**src/rtl/sram_arb_pkg.sv**
```systemverilog
// Shared types and helpers for the dual-port SRAM arbiter.
package sram_arb_pkg;

  localparam int unsigned IdxW = 5;
  // Sentinel owner for a port that carries no read this cycle.
  localparam logic [IdxW-1:0] NO_OWNER = 5'h1f;

  typedef enum logic [0:0] {StInit, StRun} arb_state_e;

  function automatic int unsigned slice_lo(input int unsigned idx, input int unsigned w);
    return idx * w;
  endfunction

  function automatic logic [IdxW-1:0] to_idx(input int unsigned i);
    return IdxW'(i);
  endfunction

endpackage

```
**src/rtl/rr_pick.sv**
```systemverilog
// Round-robin picker: first requester at or after rr_i that is valid and not masked.
module rr_pick
  import sram_arb_pkg::*;
#(
  parameter int unsigned NUM_REQ = 4
) (
  input  logic [NUM_REQ-1:0] valid_i,
  input  logic [NUM_REQ-1:0] mask_i,
  input  logic [IdxW-1:0]    rr_i,
  output logic [IdxW-1:0]    idx_o,
  output logic               found_o
);

  logic [31:0]   elig;
  logic [IdxW:0] cand;

  always_comb begin
    elig    = 32'(valid_i & ~mask_i);
    found_o = 1'b0;
    idx_o   = NO_OWNER;
    cand    = '0;
    for (int k = 0; k < NUM_REQ; k++) begin
      cand = {1'b0, rr_i} + (IdxW+1)'(k);
      if (cand >= (IdxW+1)'(NUM_REQ)) begin
        cand = cand - (IdxW+1)'(NUM_REQ);
      end
      if (!found_o && elig[cand[IdxW-1:0]]) begin
        found_o = 1'b1;
        idx_o   = cand[IdxW-1:0];
      end
    end
  end

endmodule

```
**src/rtl/sram_port_arbiter.sv**
```systemverilog
// Grants up to two non-conflicting requests per cycle onto a dual-port SRAM, round-robin.
// Optional post-reset init sweep is compiled in with SRAM_ARB_INIT_SWEEP_EN.
module sram_port_arbiter
  import sram_arb_pkg::*;
#(
  parameter int unsigned      WIDTH    = 8,
  parameter int unsigned      DEPTH    = 64,
  parameter int unsigned      LG_DEPTH = 6,
  parameter int unsigned      NUM_REQ  = 4,
  parameter logic [WIDTH-1:0] INIT_VAL = '0
) (
  input  logic                        clk,
  input  logic                        reset_n,
  input  logic [NUM_REQ-1:0]          req_valid,
  output logic [NUM_REQ-1:0]          req_ready,
  input  logic [NUM_REQ-1:0]          req_we,
  input  logic [NUM_REQ*LG_DEPTH-1:0] req_addr,
  input  logic [NUM_REQ*WIDTH-1:0]    req_din,
  output logic [NUM_REQ-1:0]          resp_valid,
  output logic [NUM_REQ*WIDTH-1:0]    resp_dout,
  output logic                        init_done,
  output logic [LG_DEPTH-1:0]         sram_addr_0,
  output logic [LG_DEPTH-1:0]         sram_addr_1,
  output logic [WIDTH-1:0]            sram_din_0,
  output logic [WIDTH-1:0]            sram_din_1,
  output logic                        sram_we_0,
  output logic                        sram_we_1,
  input  logic [WIDTH-1:0]            sram_dout_0,
  input  logic [WIDTH-1:0]            sram_dout_1
);

  if ((DEPTH % 2) != 0 || DEPTH != (32'd1 << LG_DEPTH)) begin : gen_bad_cfg
    $error("sram_port_arbiter: DEPTH must be even and equal 2**LG_DEPTH");
  end

`ifdef SRAM_ARB_INIT_SWEEP_EN
  localparam arb_state_e ResetState = StInit;
  logic [LG_DEPTH-1:0] cnt_q, cnt_d;
`else
  localparam arb_state_e ResetState = StRun;
`endif

  arb_state_e               state_q, state_d;
  logic                     run_q, run_d;
  logic [IdxW-1:0]          rr_q, rr_d;
  logic [IdxW-1:0]          own0_q, own0_d, own1_q, own1_d;
  logic                     rd0_q, rd0_d, rd1_q, rd1_d;
  logic [NUM_REQ*WIDTH-1:0] dout_q, dout_d;

  logic                     active, g0, g1;
  logic                     p0_found, p1_found;
  logic [IdxW-1:0]          p0_idx, p1_idx, last_idx;
  logic [NUM_REQ-1:0]       mask1;
  logic [LG_DEPTH-1:0]      p0_addr, p1_addr;
  logic [WIDTH-1:0]         p0_din, p1_din;
  logic                     p0_we, p1_we;

  assign active    = run_q && (state_q == StRun);
  assign init_done = active;
  assign g0        = active && p0_found;
  assign g1        = active && p1_found;

  rr_pick #(
    .NUM_REQ(NUM_REQ)
  ) u_pick0 (
    .valid_i(req_valid),
    .mask_i ({NUM_REQ{1'b0}}),
    .rr_i   (rr_q),
    .idx_o  (p0_idx),
    .found_o(p0_found)
  );

  // Port 1 excludes the port-0 winner and anything colliding with its access.
  always_comb begin
    p0_addr = '0;
    p0_din  = '0;
    p0_we   = 1'b0;
    mask1   = '0;
    for (int i = 0; i < NUM_REQ; i++) begin
      if (p0_found && p0_idx == to_idx(i)) begin
        p0_addr  = req_addr[slice_lo(i, LG_DEPTH) +: LG_DEPTH];
        p0_din   = req_din[slice_lo(i, WIDTH) +: WIDTH];
        p0_we    = req_we[i];
        mask1[i] = 1'b1;
      end
    end
    for (int i = 0; i < NUM_REQ; i++) begin
      if (p0_found && req_addr[slice_lo(i, LG_DEPTH) +: LG_DEPTH] == p0_addr &&
          (req_we[i] || p0_we)) begin
        mask1[i] = 1'b1;
      end
    end
  end

  rr_pick #(
    .NUM_REQ(NUM_REQ)
  ) u_pick1 (
    .valid_i(req_valid),
    .mask_i (mask1),
    .rr_i   (rr_q),
    .idx_o  (p1_idx),
    .found_o(p1_found)
  );

  always_comb begin
    p1_addr   = '0;
    p1_din    = '0;
    p1_we     = 1'b0;
    req_ready = '0;
    for (int i = 0; i < NUM_REQ; i++) begin
      if (p1_found && p1_idx == to_idx(i)) begin
        p1_addr = req_addr[slice_lo(i, LG_DEPTH) +: LG_DEPTH];
        p1_din  = req_din[slice_lo(i, WIDTH) +: WIDTH];
        p1_we   = req_we[i];
      end
      req_ready[i] = (g0 && p0_idx == to_idx(i)) || (g1 && p1_idx == to_idx(i));
    end
  end

  always_comb begin
    sram_addr_0 = '0;
    sram_addr_1 = '0;
    sram_din_0  = '0;
    sram_din_1  = '0;
    sram_we_0   = 1'b0;
    sram_we_1   = 1'b0;
`ifdef SRAM_ARB_INIT_SWEEP_EN
    if (run_q && state_q == StInit) begin
      sram_addr_0 = cnt_q;
      sram_addr_1 = cnt_q + LG_DEPTH'(1);
      sram_din_0  = INIT_VAL;
      sram_din_1  = INIT_VAL;
      sram_we_0   = 1'b1;
      sram_we_1   = 1'b1;
    end
`endif
    if (g0) begin
      sram_addr_0 = p0_addr;
      sram_din_0  = p0_din;
      sram_we_0   = p0_we;
    end
    if (g1) begin
      sram_addr_1 = p1_addr;
      sram_din_1  = p1_din;
      sram_we_1   = p1_we;
    end
  end

  always_comb begin
    run_d    = 1'b1;
    state_d  = state_q;
    rr_d     = rr_q;
    last_idx = g1 ? p1_idx : p0_idx;
`ifdef SRAM_ARB_INIT_SWEEP_EN
    cnt_d = cnt_q;
    if (run_q && state_q == StInit) begin
      cnt_d = cnt_q + LG_DEPTH'(2);
      if (cnt_q == LG_DEPTH'(DEPTH - 2)) begin
        state_d = StRun;
      end
    end
`endif
    if (g0) begin
      rr_d = (last_idx == to_idx(NUM_REQ - 1)) ? '0 : last_idx + IdxW'(1);
    end
    rd0_d  = g0 && !p0_we;
    rd1_d  = g1 && !p1_we;
    own0_d = rd0_d ? p0_idx : NO_OWNER;
    own1_d = rd1_d ? p1_idx : NO_OWNER;
  end

  // Read data arrives from the SRAM one cycle after the grant; undriven slices hold.
  always_comb begin
    resp_valid = '0;
    resp_dout  = dout_q;
    for (int i = 0; i < NUM_REQ; i++) begin
      if (rd0_q && own0_q == to_idx(i)) begin
        resp_valid[i]                        = 1'b1;
        resp_dout[slice_lo(i, WIDTH) +: WIDTH] = sram_dout_0;
      end
      if (rd1_q && own1_q == to_idx(i)) begin
        resp_valid[i]                        = 1'b1;
        resp_dout[slice_lo(i, WIDTH) +: WIDTH] = sram_dout_1;
      end
    end
  end

  assign dout_d = resp_dout;

  always_ff @(posedge clk or negedge reset_n) begin
    if (!reset_n) begin
      state_q <= ResetState;
      run_q   <= 1'b0;
      rr_q    <= '0;
      own0_q  <= NO_OWNER;
      own1_q  <= NO_OWNER;
      rd0_q   <= 1'b0;
      rd1_q   <= 1'b0;
      dout_q  <= '0;
`ifdef SRAM_ARB_INIT_SWEEP_EN
      cnt_q   <= '0;
`endif
    end else begin
      state_q <= state_d;
      run_q   <= run_d;
      rr_q    <= rr_d;
      own0_q  <= own0_d;
      own1_q  <= own1_d;
      rd0_q   <= rd0_d;
      rd1_q   <= rd1_d;
      dout_q  <= dout_d;
`ifdef SRAM_ARB_INIT_SWEEP_EN
      cnt_q   <= cnt_d;
`endif
    end
  end

endmodule
```
**config.mk**
```make
export PLATFORM = sky130hd
export DESIGN_NAME = sram_port_arbiter
export DESIGN_NICKNAME = d
export VERILOG_FILES = /design/src/rtl/sram_arb_pkg.sv /design/src/rtl/rr_pick.sv /design/src/rtl/sram_port_arbiter.sv
export SDC_FILE = /design/constraint.sdc
export NUM_CORES = 1
export LEC_CHECK = 0
export BUFFER_PORTS_ARGS = -buffer_cell sky130_fd_sc_hd__buf_2
export CAP_MARGIN = 30
export CORE_AREA = 2 2 106 108
export CTS_CLUSTER_DIAMETER = 80
export CTS_CLUSTER_SIZE = 12
export DETAILED_ROUTE_END_ITERATION = 10
export DIE_AREA = 0 0 108 110
export PLACE_DENSITY = 0.79
export SLEW_MARGIN = 20
export SYNTH_ARGS = -nofsm -noshare
export SYNTH_HDL_FRONTEND = slang
export SYNTH_SLANG_ARGS = --single-unit
```
**constraint.sdc**
```tcl
create_clock -name clk -period 9.07 [get_ports clk]
set_clock_uncertainty 0.15 [all_clocks]
set_input_delay 0.907 -clock clk [delete_from_list [all_inputs] [get_ports clk]]
set_output_delay 0.907 -clock clk [all_outputs]
set_load 0.005 [all_outputs]
```
======== Word level (Yosys, flattened, before mapping) ========
Cells that the tools add are included.
word-level totals
  input bits .............................. 82
  output and inout bits ................... 71
  word-level logic and storage cells ...... 198
  register bits after elaboration ......... 50
cells by class
  add/sub/neg operators ................... 8
  order comparisons ....................... 8
  multiplexer cells ....................... 94
  bitwise operators ....................... 2
  reductions and logical operators ........ 62
  equality and inequality tests ........... 17
operator list
  kind                                                               number
  two-way mux 8 bit                                                  18
  two-way mux 5 bit                                                  16
  two-way mux 6 bit                                                  10
  equality test 5 x 2 -> 1 bit, second input constant                9
  logical AND 1 bit                                                  42
  two-way mux 1 bit                                                  42
  binary-select mux 1 bit (select 5 bit)                             8
  AND 4 x 32 -> 32 bit                                               1
  NOT 4 -> 32 bit                                                    1
  equality test 6 bit                                                4
  less-than comparator 5 x 6 -> 1 bit, second input constant         4
  equality test 5 x 1 -> 1 bit, second input constant                4
  logical NOT 5 bit                                                  4
  subtractor 5 x 3 -> 5 bit, second input constant                   4
  greater-or-equal comparator 6 x 3 -> 1 bit, second input constant  3
  adder 5 x 2 -> 6 bit, second input constant                        2
  logical NOT 1 bit                                                  8
  logical OR 1 bit                                                   8
  adder 5 x 1 -> 6 bit, second input constant                        1
  adder 5 x 1 -> 5 bit, second input constant                        1
  greater-or-equal comparator 5 x 3 -> 1 bit, second input constant  1

======== Longest topological paths before layout ========
  word-level depth ........................ 47
  gate-level depth with buffers ........... 30
  mapped depth without buffers ............ 24

======== Cells and area by module ========
A second synthesis with hierarchy kept.
second synthesis, totals
  cell total of the unflattened synthesis .. 660
  area total of the unflattened synthesis .. 5459.0 um2
by module, submodules not included
  module             area each (um2)  cells each  times used
  sram_port_arbiter  3814.9           448         1
  rr_pick            822.0            106         2

======== Worst setup path before layout ========
OpenSTA, ideal clock, no wires.
  path kind ............................... register -> output
  from .................................... register rr_q[0]
  to ...................................... output sram_addr_1[1]
  path buffers ............................ 6
  path slack .............................. 2.160 ns
  arrival time ............................ 5.853 ns
  cell stages (with the launch flop) ...... 25
  cells stage by stage .................... dfrtp_1 > inv_1 > buf_2 > clkbuf_1 > ha_1 > xor2_1 > ha_1 > a21boi_0 > a31oi_1 > nand3b_1 > o41ai_4 > buf_6 > o21ai_1 > a32oi_1 > xnor2_1 > nand3_1 > or4_1 > buf_2 > a32o_1 > a2111o_1 > a2bb2oi_2 > buf_6 > buf_6 > a32oi_1 > a221oi_1
on the way
  word-level cells in the longest chain between the ends .. 45
ends and longest elaborated chain
  item                                                           line                      RTL
  from (decl)                                                    sram_port_arbiter.sv:45   logic [IdxW-1:0] rr_q, rr_d;
  from (signal assigned)                                         sram_port_arbiter.sv:206  rr_q <= rr_d;
  branches (longest 44 deep; another with adder 5 x 1 -> 6 bit)  n/a
  two-way mux 6 bit *                                            sram_port_arbiter.sv:142  if (g1) begin
  to (decl)                                                      sram_port_arbiter.sv:23   output logic [LG_DEPTH-1:0] sram_addr_1,
Every way passes the cells marked *. The select of a mux whose other input is x is not followed.

======== Worst setup path after layout ========
  from .................................... register rr_q[2]
  to ...................................... output sram_din_1[1]
on the way
  word-level cells in the longest chain between the ends .. 45
ends and longest elaborated chain
  item                                                           line                      RTL
  branches (longest 44 deep; another with adder 5 x 1 -> 6 bit)  n/a
  two-way mux 8 bit *                                            sram_port_arbiter.sv:142
  to (decl)                                                      sram_port_arbiter.sv:25   output logic [WIDTH-1:0] sram_din_1,
Marked as above.

==> impl_summary.log <==
INFO  metric clock_latency = about 0.3 ns
INFO  metric power_density = 72.9 nW/um^2
INFO  metric global_route.overflow_total = 0
INFO  metric cts_tree = yes
INFO  metric ctsHoldBuffers = 0
INFO  metric clkTransAtPathRegs = around 0.09 ns
INFO  metric die_y = 110 um
INFO  metric clock_network_fraction_of_design_power = 0.341
INFO  metric mostFrequentLayoutCell = sky130_fd_sc_hd__buf_2
INFO  metric net_switching_power = around 130 uW
INFO  metric outcome = finished clean
INFO  metric timing.critical_path.buf_inv = 2
INFO  metric clkSinkCount = 50
INFO  metric first_iter_violations = approximately 770
INFO  metric synth_top_cells_by_area = sky130_fd_sc_hd__dfrtp_1 (17%), sky130_fd_sc_hd__mux2i_1 (6.5%), sky130_fd_sc_hd__dfstp_2 (4.6%)
INFO  metric floorplan.die_area = around 12000 um^2
INFO  metric layout.nets = just over 900
INFO  metric critPathMaxStageDelay = around 0.65 ns
INFO  metric clk_path_buf_depth = 2
INFO  metric wl_per_cell = around 22 um
INFO  metric fp-row-count = 38
INFO  metric final-max-slew-violation-count = 0
INFO  metric maximum_number_of_pins_on_one_net_before_global_route_repair = 40
INFO  metric final_min_period_over_clock_period = 0.925
INFO  metric synth-seq-cells = 50
INFO  metric worst_slew_pin_slew = roughly 0.83 ns
INFO  metric area_of_the_core_region = approximately 11000 um^2
INFO  metric required = around 8.0 ns
INFO  metric tritoncts.num_buffers = 5
INFO  metric half_perimeter_wire_length_after_placement = 15.9 mm
INFO  metric synth_cell_types = between 90 and 100
INFO  metric asyncSetResetFlopFracSynth = 1.00
INFO  metric seq_area_frac_synth = 0.221
INFO  metric crit_cells = 21
INFO  metric grt_antenna_before_repair = 0
INFO  metric clock.fmax = 119 MHz
INFO  metric yosys_warnings = 0
INFO  metric met3_usage = 0.0429
INFO  metric unrepaired_setup_endpoints_after_global_routing = no
INFO  metric worst_path_dominant_cell_family = compound AO/OA/AOI/OAI gates
INFO  metric first_global_vias = just over 6000
INFO  metric cts_resized = 0
INFO  metric dr_total_vias = 6616
INFO  metric r2r_slack = ~1.7 ns
INFO  metric critPathMaxFanout = 39
INFO  metric p_int = about 360 uW
INFO  metric grt_first_pass_wirelength = roughly 32 mm
INFO  metric crit_type = reg -> out
INFO  metric post_synth_inst_count = 692
INFO  metric power.ir.vdd_worst = 0.123 mV
INFO  metric growth_of_design_area_from_synthesis_to_finish = 16.8%
INFO  metric postLayoutCoreUtil = 0.625
INFO  metric synthesized_area = 5730 um^2
INFO  metric dr.pass1.iters = 7
INFO  metric power_share_of_the_sequential_group = 0.481
INFO  metric worst_r2r_endpoint = rr_q[1]
INFO  metric die_w = between 100 and 150 um
INFO  metric hold_viol = 0
INFO  metric grt_util_met1 = 0.429
INFO  metric cp-end-kind = output pin
INFO  metric sw_frac_of_total = 0.269
INFO  metric antenna-diode-count = 0
INFO  metric ioPinCount = about 150
INFO  metric max_cap_viol_count = 0
INFO  metric synth_fp_nets = 790
INFO  metric rr_startpoint = rr_q[2]
INFO  metric crit_arrival = 7.34 ns
INFO  metric busiest_layer = met2
INFO  metric final.min_clock_period = between 8 and 9 ns
INFO  metric power.static_leakage = a little under 3 nW
INFO  metric relSlewSlack = 0.445
INFO  metric detail_route.wirelength = around 21 mm
INFO  metric postSynth.topFlopCell = sky130_fd_sc_hd__dfrtp_1
INFO  metric layout.cells.most_common_list = sky130_fd_sc_hd__buf_2 (152), sky130_fd_sc_hd__nor2_1 (57), sky130_fd_sc_hd__a21oi_1 (48), sky130_fd_sc_hd__nand2_1 (47), sky130_fd_sc_hd__dfrtp_1 (40)
INFO  metric comb_power_share = 0.178
INFO  metric worstHoldPathType = in -> async
INFO  metric tns = 0 ns
INFO  metric timing.critical_path.cells = ha_1 -> nand2_1 -> xnor2_1 -> ha_1 -> xnor3_1 -> a22oi_2 -> o32a_1 -> nor2_2 -> a31oi_2 -> and2_1 -> a32oi_1 -> xnor2_1 -> nand3_1 -> or4_1 -> a32o_1 -> a2111o_1 -> a2bb2oi_2 -> buf_4 -> a32oi_1 -> a2111oi_2 -> buf_2
INFO  metric initial_core_util = 0.535
INFO  metric drive_above_1_share = 0.293
INFO  metric postCtsSetupRepairBufs = 0
INFO  metric grtUsageMet2 = 0.582
INFO  metric place.port_buffers = 152
INFO  metric worst_r2r_path_depth = 23
INFO  metric synth_top_area_frac = 0.175
INFO  metric drcViolationCount = 0
INFO  metric crit_slowest_cell = sky130_fd_sc_hd__or4_1
INFO  metric number_of_nets_with_antenna_violations_after_routing = 0
INFO  metric vias_per_cell = 6.88
INFO  metric gp_routability_congestion = just over 1
INFO  metric post-synth-top-area-cell = sky130_fd_sc_hd__dfrtp_1
INFO  metric grt_util_overall = 0.343
INFO  metric worst_hold_slack = between 0.4 and 0.5 ns
INFO  metric worstSetupStartpointType = flip-flop
INFO  metric number_of_synthesized_flops_with_an_enable_pin = 0
INFO  metric avgSynthCellArea = 8.28 um^2
INFO  metric clock_tree_root_buffer_cell = sky130_fd_sc_hd__clkbuf_8
INFO  metric h-tree-depth = 2
INFO  metric finalSetupViolCount = 0
[metal layers]
layer	vias up	part of all wire
met2	412	0.48
met5	-	0
li1	2954	-
met3	93	0.078
met1	3157	0.39
met4	0	0.051
[worst max path at each step]
stage / start / end / slack, ns
floorplan: rr_q[0] / sram_addr_1[1] / 2.16
global placement: rr_q[2] / sram_we_1 / 1.29
detailed placement: rr_q[2] / sram_din_1[1] / 1.09
CTS: rr_q[2] / sram_din_1[1] / 0.78
global route: rr_q[2] / sram_din_1[5] / 0.20
finish: rr_q[2] / sram_din_1[1] / 0.68
[worst register-to-register path, delay by kind of cell (launching register included)]
kind	cells	cell delay, ns
and+or+nand+nor	7	2.03
adders and majority gates	3	0.91
buffers and inverters	1	0.35
xor gates and xnor gates	3	0.69
AOI/OAI and AO/OA	9	2.49
DFF	1	0.60
[kinds of logic (layout without fill, tap and decap cells)]
family                   Yosys count  count (layout)  share of synthesized area
AND/OR/NAND/NOR                  223             223                      0.192
adder cells (fa/ha/maj)           16              16                     0.0349
XOR/XNOR                          32              32                     0.0577
AO/OA/AOI/OAI                    254             254                      0.354
other                              1               1                   0.000655
flip-flops                        50              50                      0.221
buffers and inverters             73             203                     0.0612
multiplexers                      43              43                     0.0791
[cell type report]
| class | instances | area [um^2] |
|---|---|---|
| clock inverter | 2 | 38.8 |
| clock buffer | 6 | 82.6 |
| multi-input combinational | 569 | 4110 |
| sequential | 50 | 1260 |
| fill | 940 | 4010 |
| inverter | 24 | 90.1 |
| tap | 140 | 175 |
| timing repair buffer | 171 | 923 |
[synth_stat cells, types with 5 or more instances]
| cell | instances |
|---|---|
| sky130_fd_sc_hd__a2111oi_2 | 8 |
| sky130_fd_sc_hd__a21boi_0 | 5 |
| sky130_fd_sc_hd__a21oi_1 | 48 |
| sky130_fd_sc_hd__a221oi_1 | 26 |
| sky130_fd_sc_hd__a222oi_1 | 5 |
| sky130_fd_sc_hd__a22oi_1 | 8 |
| sky130_fd_sc_hd__a31o_2 | 6 |
| sky130_fd_sc_hd__a31oi_1 | 5 |
| sky130_fd_sc_hd__a32o_1 | 7 |
| sky130_fd_sc_hd__a32oi_1 | 20 |
| sky130_fd_sc_hd__and2_1 | 8 |
| sky130_fd_sc_hd__and3_1 | 9 |
| sky130_fd_sc_hd__buf_2 | 13 |
| sky130_fd_sc_hd__buf_6 | 6 |
| sky130_fd_sc_hd__clkbuf_1 | 22 |
| sky130_fd_sc_hd__dfrtp_1 | 40 |
| sky130_fd_sc_hd__dfstp_2 | 10 |
| sky130_fd_sc_hd__ha_1 | 16 |
| sky130_fd_sc_hd__inv_1 | 24 |
| sky130_fd_sc_hd__mux2i_1 | 37 |
| sky130_fd_sc_hd__nand2_1 | 47 |
| sky130_fd_sc_hd__nand3_1 | 24 |
| sky130_fd_sc_hd__nor2_1 | 57 |
| sky130_fd_sc_hd__nor3_1 | 33 |
| sky130_fd_sc_hd__nor4_1 | 5 |
| sky130_fd_sc_hd__o211ai_1 | 6 |
| sky130_fd_sc_hd__o21ai_0 | 23 |
| sky130_fd_sc_hd__o21ai_1 | 10 |
| sky130_fd_sc_hd__o21bai_1 | 6 |
| sky130_fd_sc_hd__o221ai_1 | 6 |
| sky130_fd_sc_hd__o31ai_1 | 7 |
| sky130_fd_sc_hd__or2_2 | 9 |
| sky130_fd_sc_hd__xnor2_1 | 21 |
| sky130_fd_sc_hd__xor2_1 | 7 |
[per-stage QoR]
step	cells	cell area, um^2	total power, mW	setup WS (ns)
floorplan	692	5730	0.267	2.16
global placement	952	6530	0.319	1.29
detailed placement	953	6560	0.323	1.09
CTS	961	6680	0.486	0.784
global route	962	6690	0.504	0.199
finish	962	6690	0.488	0.677
[registers in the layout, indices dropped and copies added (netlist names)]
register,flops
dout_q,32
own0_q,5
own1_q,5
rr_q,5
rd0_q,1
rd1_q,1
run_q,1
[power by group through the flow]
stage	registers, mW	clock network, mW	logic (mW)
2_1_floorplan	0.237	0	0.0302
3_3_place_gp	0.238	0	0.0814
3_5_place_dp	0.238	0	0.0846
4_1_cts	0.234	0.166	0.0851
5_1_grt	0.235	0.177	0.0928
6_report	0.234	0.167	0.0868
Power figures use the tool's default switching activity.
